**src/rtl/uart_pkg.sv**
```systemverilog
`default_nettype none
// ============================================================================
// Module      : uart_pkg
// Description : Shared types and defaults for the confreg UART transmit path.
//               Serializer state encoding, default divisor/depth and a helper
//               returning the occupancy counter width for a given FIFO depth.
// Revision    : 1.0 - initial release
// ============================================================================
package uart_pkg;

  typedef enum logic [1:0] {
    IDLE  = 2'd0,
    START = 2'd1,
    DATA  = 2'd2,
    STOP  = 2'd3
  } uart_tx_state_t;

  localparam int unsigned UART_DIV_DEFAULT        = 868;
  localparam int unsigned UART_FIFO_DEPTH_DEFAULT = 16;

  // Occupancy must represent 0..DEPTH inclusive, hence one extra bit.
  function automatic int unsigned uart_cnt_w(input int unsigned depth);
    return $clog2(depth) + 1;
  endfunction

endpackage
`default_nettype wire

```
**src/rtl/confreg_uart_tx_if.sv**
```systemverilog
`default_nettype none
// ============================================================================
// Module      : confreg_uart_tx_if
// Description : Bus bundle between the confreg register decode (master) and
//               the UART transmit block (slave).
//   wr_en / wr_data         : byte write request
//   fifo_full / fifo_count  : FIFO status
//   overflow                : sticky dropped-write flag
//   tx_busy / uart_txd      : serializer status and serial line
//   write_uart_valid/_data  : one-cycle strobe carrying each popped byte
// Revision    : 1.0 - initial release
// ============================================================================
interface confreg_uart_tx_if
  import uart_pkg::*;
#(
  parameter int unsigned DEPTH = UART_FIFO_DEPTH_DEFAULT
);
  logic                         wr_en;
  logic [7:0]                   wr_data;
  logic                         fifo_full;
  logic [uart_cnt_w(DEPTH)-1:0] fifo_count;
  logic                         overflow;
  logic                         tx_busy;
  logic                         write_uart_valid;
  logic [7:0]                   write_uart_data;
  logic                         uart_txd;

  modport master (
    output wr_en, wr_data,
    input  fifo_full, fifo_count, overflow, tx_busy,
           write_uart_valid, write_uart_data, uart_txd
  );

  modport slave (
    input  wr_en, wr_data,
    output fifo_full, fifo_count, overflow, tx_busy,
           write_uart_valid, write_uart_data, uart_txd
  );
endinterface
`default_nettype wire

```
**src/rtl/uart_tx_fifo.sv**
```systemverilog
`default_nettype none
// ============================================================================
// Module      : uart_tx_fifo
// Description : Synchronous single-clock FIFO, head visible combinationally.
//   clk, resetn     : clock, synchronous active-low reset
//   push, din       : write request and data (ignored when full)
//   pop, dout       : read request (ignored when empty) and head data
//   full, empty     : status judged on the current (pre-edge) state
//   count           : occupancy 0..DEPTH
// Revision    : 1.0 - initial release
// ============================================================================
module uart_tx_fifo
  import uart_pkg::*;
#(
  parameter int unsigned WIDTH = 8,
  parameter int unsigned DEPTH = UART_FIFO_DEPTH_DEFAULT
) (
  input  wire logic                         clk,
  input  wire logic                         resetn,
  input  wire logic                         push,
  input  wire logic                         pop,
  input  wire logic [WIDTH-1:0]             din,
  output      logic [WIDTH-1:0]             dout,
  output      logic                         full,
  output      logic                         empty,
  output      logic [uart_cnt_w(DEPTH)-1:0] count
);
  localparam int unsigned PW = $clog2(DEPTH);
  localparam int unsigned CW = uart_cnt_w(DEPTH);

  logic [WIDTH-1:0] mem_q [DEPTH];
  logic [PW-1:0]    wr_ptr_q, rd_ptr_q;
  logic [CW-1:0]    count_q, count_d;
  logic             do_push, do_pop;

  assign full    = (count_q == CW'(DEPTH));
  assign empty   = (count_q == '0);
  assign do_push = push & ~full;
  assign do_pop  = pop & ~empty;
  assign dout    = mem_q[rd_ptr_q];
  assign count   = count_q;

  always_comb begin
    count_d = count_q;
    if (do_push && !do_pop) begin
      count_d = count_q + CW'(1);
    end else if (!do_push && do_pop) begin
      count_d = count_q - CW'(1);
    end
  end

  // Pointers are exactly log2(DEPTH) bits, so they wrap without compare logic.
  always_ff @(posedge clk) begin
    if (!resetn) begin
      wr_ptr_q <= '0;
      rd_ptr_q <= '0;
      count_q  <= '0;
    end else begin
      if (do_push) begin
        mem_q[wr_ptr_q] <= din;
        wr_ptr_q        <= wr_ptr_q + PW'(1);
      end
      if (do_pop) begin
        rd_ptr_q <= rd_ptr_q + PW'(1);
      end
      count_q <= count_d;
    end
  end
endmodule
`default_nettype wire

```
**src/rtl/confreg_uart_tx.sv**
```systemverilog
`default_nettype none
// ============================================================================
// Module      : confreg_uart_tx
// Description : confreg UART transmit path. Buffered byte writes are drained
//               one at a time; each pop raises a one-cycle registered strobe
//               and (serializer build) is sent 8N1 on uart_txd.
//   clk, resetn : clock, synchronous active-low reset
//   uart        : confreg_uart_tx_if.slave bundle (write, status, strobe, txd)
// Build macro : CONFREG_UART_TXD_EN
//   defined   - full serializer, DIV clock cycles per bit, 10*DIV per frame
//   undefined - no serializer; pops every cycle, uart_txd=1, tx_busy=0
// Revision    : 1.0 - initial release
// ============================================================================
module confreg_uart_tx
  import uart_pkg::*;
#(
  parameter int unsigned DIV   = UART_DIV_DEFAULT,
  parameter int unsigned DEPTH = UART_FIFO_DEPTH_DEFAULT
) (
  input wire logic          clk,
  input wire logic          resetn,
  confreg_uart_tx_if.slave  uart
);
  localparam int unsigned CW = uart_cnt_w(DEPTH);

  if (DIV < 1 || DIV > 65535) begin : g_bad_div
    $error("confreg_uart_tx: DIV out of range 1..65535");
  end
  if (DEPTH < 2 || (DEPTH & (DEPTH - 1)) != 0) begin : g_bad_depth
    $error("confreg_uart_tx: DEPTH must be a power of two >= 2");
  end

  logic          fifo_pop, fifo_full, fifo_empty;
  logic [7:0]    fifo_dout;
  logic [CW-1:0] fifo_count;
  logic          valid_q, valid_d;
  logic [7:0]    data_q, data_d;
  logic          ovf_q, ovf_d;

  uart_tx_fifo #(.WIDTH(8), .DEPTH(DEPTH)) u_fifo (
    .clk    (clk),
    .resetn (resetn),
    .push   (uart.wr_en),
    .pop    (fifo_pop),
    .din    (uart.wr_data),
    .dout   (fifo_dout),
    .full   (fifo_full),
    .empty  (fifo_empty),
    .count  (fifo_count)
  );

`ifdef CONFREG_UART_TXD_EN
  uart_tx_state_t state_q, state_d;
  logic [15:0]    baud_q, baud_d;
  logic [2:0]     bit_q, bit_d;
  logic [7:0]     shift_q, shift_d;
  logic           txd_q, txd_d;
  logic           baud_wrap;

  always_comb begin
    state_d   = state_q;
    baud_d    = baud_q;
    bit_d     = bit_q;
    shift_d   = shift_q;
    fifo_pop  = 1'b0;
    baud_wrap = (baud_q == 16'(DIV - 1));
    unique case (state_q)
      IDLE: begin
        if (!fifo_empty) begin
          fifo_pop = 1'b1;
          shift_d  = fifo_dout;
          baud_d   = '0;
          bit_d    = '0;
          state_d  = START;
        end
      end
      START: begin
        if (baud_wrap) begin
          baud_d  = '0;
          state_d = DATA;
        end else begin
          baud_d = baud_q + 16'd1;
        end
      end
      DATA: begin
        if (baud_wrap) begin
          baud_d  = '0;
          shift_d = {1'b0, shift_q[7:1]};
          bit_d   = bit_q + 3'd1;
          if (bit_q == 3'd7) begin
            state_d = STOP;
          end
        end else begin
          baud_d = baud_q + 16'd1;
        end
      end
      STOP: begin
        if (baud_wrap) begin
          baud_d  = '0;
          state_d = IDLE;
        end else begin
          baud_d = baud_q + 16'd1;
        end
      end
      default: state_d = IDLE;
    endcase

    // Line level is registered from the next state so it changes on the
    // same edge as the state itself (start bit falls on the pop edge).
    unique case (state_d)
      START:   txd_d = 1'b0;
      DATA:    txd_d = shift_d[0];
      default: txd_d = 1'b1;
    endcase
  end

  always_ff @(posedge clk) begin
    if (!resetn) begin
      state_q <= IDLE;
      baud_q  <= '0;
      bit_q   <= '0;
      shift_q <= '0;
      txd_q   <= 1'b1;
    end else begin
      state_q <= state_d;
      baud_q  <= baud_d;
      bit_q   <= bit_d;
      shift_q <= shift_d;
      txd_q   <= txd_d;
    end
  end

  assign uart.uart_txd = txd_q;
  assign uart.tx_busy  = (state_q != IDLE);
`else
  // Fast build: drain one byte per cycle, line held idle.
  assign fifo_pop      = ~fifo_empty;
  assign uart.uart_txd = 1'b1;
  assign uart.tx_busy  = 1'b0;
`endif

  // Full is the pre-edge status, so a write racing a pop from a full FIFO
  // is dropped and flagged.
  always_comb begin
    valid_d = fifo_pop;
    data_d  = fifo_pop ? fifo_dout : data_q;
    ovf_d   = ovf_q | (uart.wr_en & fifo_full);
  end

  always_ff @(posedge clk) begin
    if (!resetn) begin
      valid_q <= 1'b0;
      data_q  <= '0;
      ovf_q   <= 1'b0;
    end else begin
      valid_q <= valid_d;
      data_q  <= data_d;
      ovf_q   <= ovf_d;
    end
  end

  assign uart.write_uart_valid = valid_q;
  assign uart.write_uart_data  = data_q;
  assign uart.overflow         = ovf_q;
  assign uart.fifo_full        = fifo_full;
  assign uart.fifo_count       = fifo_count;
endmodule
`default_nettype wire

```
**src/flat_wrapper.sv**
```systemverilog
// flat-port wrapper written by rule: the top's interface ports become plain ports
module confreg_uart_tx_flat import uart_pkg::*;
#(
  parameter int unsigned DIV   = UART_DIV_DEFAULT,
  parameter int unsigned DEPTH = UART_FIFO_DEPTH_DEFAULT
)
  (clk, resetn, uart_wr_en, uart_wr_data, uart_fifo_full, uart_fifo_count, uart_overflow, uart_tx_busy, uart_write_uart_valid, uart_write_uart_data, uart_uart_txd);
  confreg_uart_tx_if #(.DEPTH(DEPTH)) uart_i ();
  input wire logic clk;
  input wire logic resetn;
  input wire logic [$bits(uart_i.wr_en)-1:0] uart_wr_en;
  input wire logic [$bits(uart_i.wr_data)-1:0] uart_wr_data;
  output wire logic [$bits(uart_i.fifo_full)-1:0] uart_fifo_full;
  output wire logic [$bits(uart_i.fifo_count)-1:0] uart_fifo_count;
  output wire logic [$bits(uart_i.overflow)-1:0] uart_overflow;
  output wire logic [$bits(uart_i.tx_busy)-1:0] uart_tx_busy;
  output wire logic [$bits(uart_i.write_uart_valid)-1:0] uart_write_uart_valid;
  output wire logic [$bits(uart_i.write_uart_data)-1:0] uart_write_uart_data;
  output wire logic [$bits(uart_i.uart_txd)-1:0] uart_uart_txd;
  assign uart_i.wr_en = uart_wr_en;
  assign uart_i.wr_data = uart_wr_data;
  assign uart_fifo_full = uart_i.fifo_full;
  assign uart_fifo_count = uart_i.fifo_count;
  assign uart_overflow = uart_i.overflow;
  assign uart_tx_busy = uart_i.tx_busy;
  assign uart_write_uart_valid = uart_i.write_uart_valid;
  assign uart_write_uart_data = uart_i.write_uart_data;
  assign uart_uart_txd = uart_i.uart_txd;
  confreg_uart_tx #(.DIV(DIV), .DEPTH(DEPTH)) u_core (.clk(clk), .resetn(resetn), .uart(uart_i));
endmodule
```
**config.mk**
```make
export PLATFORM = sky130hd
export DESIGN_NAME = confreg_uart_tx_flat
export DESIGN_NICKNAME = d
export VERILOG_FILES = /design/src/rtl/uart_pkg.sv /design/src/rtl/confreg_uart_tx_if.sv /design/src/rtl/uart_tx_fifo.sv /design/src/rtl/confreg_uart_tx.sv /design/src/flat_wrapper.sv
export SDC_FILE = /design/constraint.sdc
export NUM_CORES = 1
export LEC_CHECK = 0
export CORE_UTILIZATION = 40
export DETAILED_ROUTE_END_ITERATION = 12
export GPL_TIMING_DRIVEN = 0
export PLACE_DENSITY_LB_ADDON = 0.15
export SETUP_SLACK_MARGIN = 0.1
export SLEW_MARGIN = 20
export SYNTH_ARGS = -nofsm -noshare
export SYNTH_HDL_FRONTEND = slang
export SYNTH_SLANG_ARGS = --single-unit
export TNS_END_PERCENT = 10
```
**constraint.sdc**
```tcl
create_clock -name clk -period 2.35 [get_ports clk]
set_input_delay 0.47 -clock clk [delete_from_list [all_inputs] [get_ports clk]]
set_output_delay 0.47 -clock clk [all_outputs]
set_load 0.05 [all_outputs]
```
Word-level counts from Yosys, hierarchy flattened. Memory sizes are Yosys's and may differ from the RTL's. A register that Yosys moved wholly into a read port is not among the register bits. Cells that the tools add are included.

Add/sub/neg operators: 4. Eq/ne operators: 1. Mux-type cells: 5. Bitwise operators: 5. Reductions and logical operators: 7.

Operators by type and width (count): 2-to-1 mux 5 bit (2); adder 4 x 1 -> 4 bit (second input constant) (2); adder 5 x 1 -> 5 bit (second input constant) (1); equality test 5 bit (second input constant) (1); logical NOT 5 bit (1); subtractor 5 x 1 -> 5 bit (second input constant) (1); logical NOT 1 bit (3); 2-to-1 mux 1 bit (3); bitwise AND 1 bit (2); logical AND 1 bit (2); inverter 1 bit (2); nonzero test 2 bit (1); bitwise OR 1 bit (1).

Register bits: 15. RAM bits: 128. Input port bits: 11. Logic and storage cells: 28. Memories kept: 1.

Memories: u_core.u_fifo.mem_q (words 16, bits a word 8, read ports 1, clocked after memory_dff 1, wr ports 1, line uart_tx_fifo.sv:31) `logic [WIDTH-1:0] mem_q [DEPTH];`.

Depth between registers and ports, before layout.
Depth in word-level cells: 7. Mapped depth: 11. Gate-level depth less buffers: 10.

By module. From an unflattened synthesis, not the netlist that was laid out.

Cells, all modules: 342. Area, all modules: 6138.4 sq um.

By module, submodules not included: uart_tx_fifo (instances 1, cells each 307, area an instance 5750.5 sq um); confreg_uart_tx (instances 1, cells each 35, area an instance 387.9 sq um).

Least setup slack after synthesis. Ideal clock, no wire load.

Path type: register to register. Start: reg u_core.u_fifo.count_q[0], in the netlist u_core.u_fifo.count[0]. End: reg u_core.u_fifo.count_q[3], in the netlist u_core.u_fifo.count[3]. Library setup time: 72 ps. Data arrival time: 2674 ps. Data required time: 2278 ps. Setup slack: -395 ps. Stages on the path, launching flop included: 11. Path through: dfxtp_1 > buf_6 > nor4_4 > a21boi_2 > ha_1 > inv_1 > ha_1 > and3_2 > or3_1 > a21oi_1 > mux2i_1.

Cells in the longest elaborated chain, start to end: 6.

RTL lines: start: declaration (line uart_tx_fifo.sv:33) `logic [CW-1:0] count_q, count_d;`; start signal: assignment (line uart_tx_fifo.sv:66) `count_q <= count_d;`; parallel branches: the longest is 6 deep, another holds subtractor 5 x 1 -> 5 bit.

Several ways; the timed one is not identified. The select of a mux whose other input is x is not followed. A chain may end at the register's enable or synchronous reset.

Final worst setup path.
Start: reg u_core.u_fifo.count_q[3], in the netlist u_core.u_fifo.count[3]. End: reg u_core.u_fifo.count_q[3], in the netlist u_core.u_fifo.count[3].

The elaborated chain is that of the path after synthesis.

==> impl_metrics.yaml <==
cts:
  clkSlewWorstSetupHoldPaths_ns: 0.06
  cts_tree: "yes"
  cts_buffer_depth: 2
  clk_latency_ns: 0.41
  cts_buffers: 17
  cts_hold_buf: 0
  clock-sinks: 151
  ctsHtreeMaxLevel: 4
  root_buffer: "clkbuf_16"
min_path:
  hold_path.class: "flip-flop to flip-flop"
  min_to: "u_core.uart.overflow"
  min_from: "u_core.uart.overflow"
  hold_depth: 2
critical_path:
  r2r-end: "u_core.u_fifo.count[3]"
  slowest_stage: "nor4_4"
  cp.required_ns: 2.68
  r2r_slack_ns: 0.04
  cp-start-kind: "flip-flop"
  path_class: "flip-flop to flip-flop"
  endpoint_kind: "flip-flop"
  crit_chain: "nor4_4 > nand2_2 > inv_4 > ha_4 > inv_4 > ha_4 > and3_4 > or3_4 > a21oi_4 > mux2i_1"
  reg2reg_from: "u_core.u_fifo.count[3]"
  cpPeakStageDelay_ns: 0.38
  path_delay_family: "simple AND/OR/NAND/NOR gates"
  crit_path_max_fanout: 7
  path_buf_inv: 2
  r2r.worst_path.cells: 10
  arrival_ns: 2.65
detailed_routing:
  drt_wl_total_mm: 12.36
  drc: 8
  routed_via_density: 5.283
  drt_iter0_markers: 227
  ant_nets: 0
  vias: 3064
  dr.pass1.iters: 8
  drt-wirelength-per-cell_um: 21.31
finish:
  final_cell_mix: "edfxtp_1 (128), mux4_2 (32), clkdlybuf4s50_1 (25)"
  finalNetCount: 404
  area_growth_pct: 21.57
  post_layout_nonfiller_instances: 580
  n_antenna_cell: 0
  layout_commonest_cell: "edfxtp_1"
  drive_gt1_share_pct: 30.30
  n_fill_cell: 1235
timing:
  worst_slew_pin_slew_ns: 0.7146
  rsz0062_at_grt: "yes"
  layout_min_cycle_time_ns: 2.311
  final.setup_skew_ns: 0.006366
  finalSetupViolCount: 0
  fmax_mhz: 432.7
  hold_slack_ns: 0.4918
  fin_crit_sh_pct: 98.33
  slew_headroom_pct: 52.21
  finalHoldViolations: 0
  maxSlewViolCount: 0
logic_synthesis:
  synthAdderAreaFrac_pct: 1.860
  synthCells: 332
  syn_nets: 352
  ys_seq_area_share_pct: 71.07
  synthesis.area_um2: 6056
  yosys_warnings: 0
  yosys.area_share.simple_pct: 4.360
  yosysTopAreaCell: "edfxtp_1"
  syn_avg_cell_area_um2: 18.24
  muxShareOfSynthArea_pct: 14.88
  ys_types: 35
  synth_top_area_share_pct: 63.47
  synth-xor-area-share_pct: 1.012
  synthTopCellsByArea: "edfxtp_1 (63%), mux4_2 (12%), dfxtp_1 (7.6%), mux2i_1 (3.0%), ha_1 (1.9%)"
  synth_top_family_by_area: "multiplexers"
  ys_seq_elements: 151
  synth_compound_area_share_pct: 4.008
die:
  core_area_um2: 14640
  die_y_um: 125.0
  die-area_um2: 15640
  boundaryPins: 29
  rows: 44
  die_width_um: 125.0
  start_util_pct: 41.35
pwr:
  fin_total_pwr_mw: 8.819
  p_leak_nw: 2.362
  peakVddDrop_mv: 0.5365
  power_density_nw_per_um2: 1198
placement:
  place_congestion: 0.7257
  dpl.cell_count: 542
  post-dp-hpwl_mm: 7.982
  portBuffers: 26
global_route:
  grt_pass1_wl_mm: 19.18
  grt_pass1_vias: 3181
  grt.total_usage_pct: 17.36
  grt_max_degree: 17
  overflow: 0
  antenna_found_initial: 0
job:
  maxCapViolCount: 0
outcome:
  violations: "design-rule violations"
  status: "finished with violations"
## cells in the mapped netlist
cell      instances
nand2b_1          1
or3_1             3
nand3_1           2
nor4_4            1
a21oi_1           7
a21boi_2          1
mux4_2           32
buf_2             4
nand2_1           6
clkbuf_1          3
nand2_2           1
or4_4             1
o21ai_0          12
mux2i_1          18
inv_2             1
o21a_1            4
conb_1            2
xnor2_1           3
dfxtp_1          23
and2_1            1
o211ai_4          1
nor3_1            4
ha_1              9
xor2_1            4
nand3b_1          2
and3_1            1
buf_6             7
a221oi_1          8
edfxtp_1        128
a21o_1            1
inv_1             5
nor2_1           30
and3_2            1
o211ai_1          1
buf_4             4
## routing by layer
| layer | GRT usage [%] | vias to the layer above | part of all wire (%) |
|---|---|---|---|
| met3 | 3.723 | 9 | 4.4 |
| met2 | 26.55 | 67 | 49 |
| met4 | 7.245 | 0 | 1.0 |
| met1 | 24.18 | 1573 | 46 |
| met5 | 0 | - | 0 |
| li1 | - | 1415 | - |
## logic make-up (layout without fill, tap and decap cells)
family | after synthesis | in the layout
AOI/OAI and AO/OA | 35 | 35
xor gates and xnor gates | 7 | 7
adders and majority gates | 9 | 9
buffers and inverters | 24 | 88
DFF | 151 | 151
muxes | 50 | 50
other | 2 | 2
and+or+nand+nor | 54 | 54
## flip-flops by register name, summed over array words and instances (netlist names)
name	cells
u_core.u_fifo.mem_q	128
u_core.uart.write_uart_data	8
u_core.u_fifo.count	5
u_core.u_fifo.rd_ptr_q	4
u_core.u_fifo.wr_ptr_q	4
u_core.uart.overflow	1
u_core.uart.write_uart_valid	1
## worst max-delay path by stage
stage | start | to | slack [ns] | cells past startpoint
floorplan | u_core.u_fifo.count[0] | u_core.u_fifo.count[3] | 0.03 | 10
global placement | uart_wr_en | u_core.u_fifo.count[3] | -0.63 | 9
detailed placement | uart_wr_en | u_core.u_fifo.count[3] | -0.69 | 9
CTS | resetn | u_core.u_fifo.mem_q[4][5] | -0.08 | 4
global route | u_core.u_fifo.count[3] | u_core.u_fifo.count[3] | -0.07 | 10
finish | u_core.u_fifo.count[3] | u_core.u_fifo.count[3] | 0.04 | 10
## final cells by class
class / instances / area [um^2] / share of cell area (%)
sequential: 151 / 4320 / 58.68
buffer: 18 / 141.4 / 1.920
inverter: 6 / 27.53 / 0.3739
timing repair buffer: 33 / 314.1 / 4.266
tap: 184 / 230.2 / 3.127
clock buffer: 18 / 429.2 / 5.829
multi-input combinational: 157 / 1719 / 23.35
clock inverter: 13 / 180.2 / 2.447
## metrics by stage
step / setup TNS, ns / area [um^2] / setup WS (ns) / util, %
global placement: -56.15 / 6609 / -0.6256 / 45.13
CTS: -5.027 / 7308 / -0.08482 / 49.91
floorplan: 0 / 6118 / 0.02634 / -
finish: 0 / 7362 / 0.03916 / 50.27
global route: -0.06659 / 7362 / -0.06659 / 50.27
detailed placement: -60.57 / 6609 / -0.6913 / 45.13
## what timing repair did
action | CTS | global route
setup buffers | 6 | 1
pin swaps | 5 | 3
resized for setup | 15 | 19
endpoints found under the setup margin | 120 | 131
## power breakdown
group          switching (mW)  leakage (nW)  internal [mW]
logic                    1.58         0.732           1.21
clock network            1.03         0.283           1.77
registers               0.141          1.35           3.10
total                    2.75          2.36           6.07
## tightest hold or removal path, delay by kind of cell (launching register included)
family	cells	cell delay (ns)
AO/OA/AOI/OAI	1	0.05
flip-flops	1	0.33
AND/OR/NAND/NOR	1	0.08
Power figures use the tool's default switching activity.
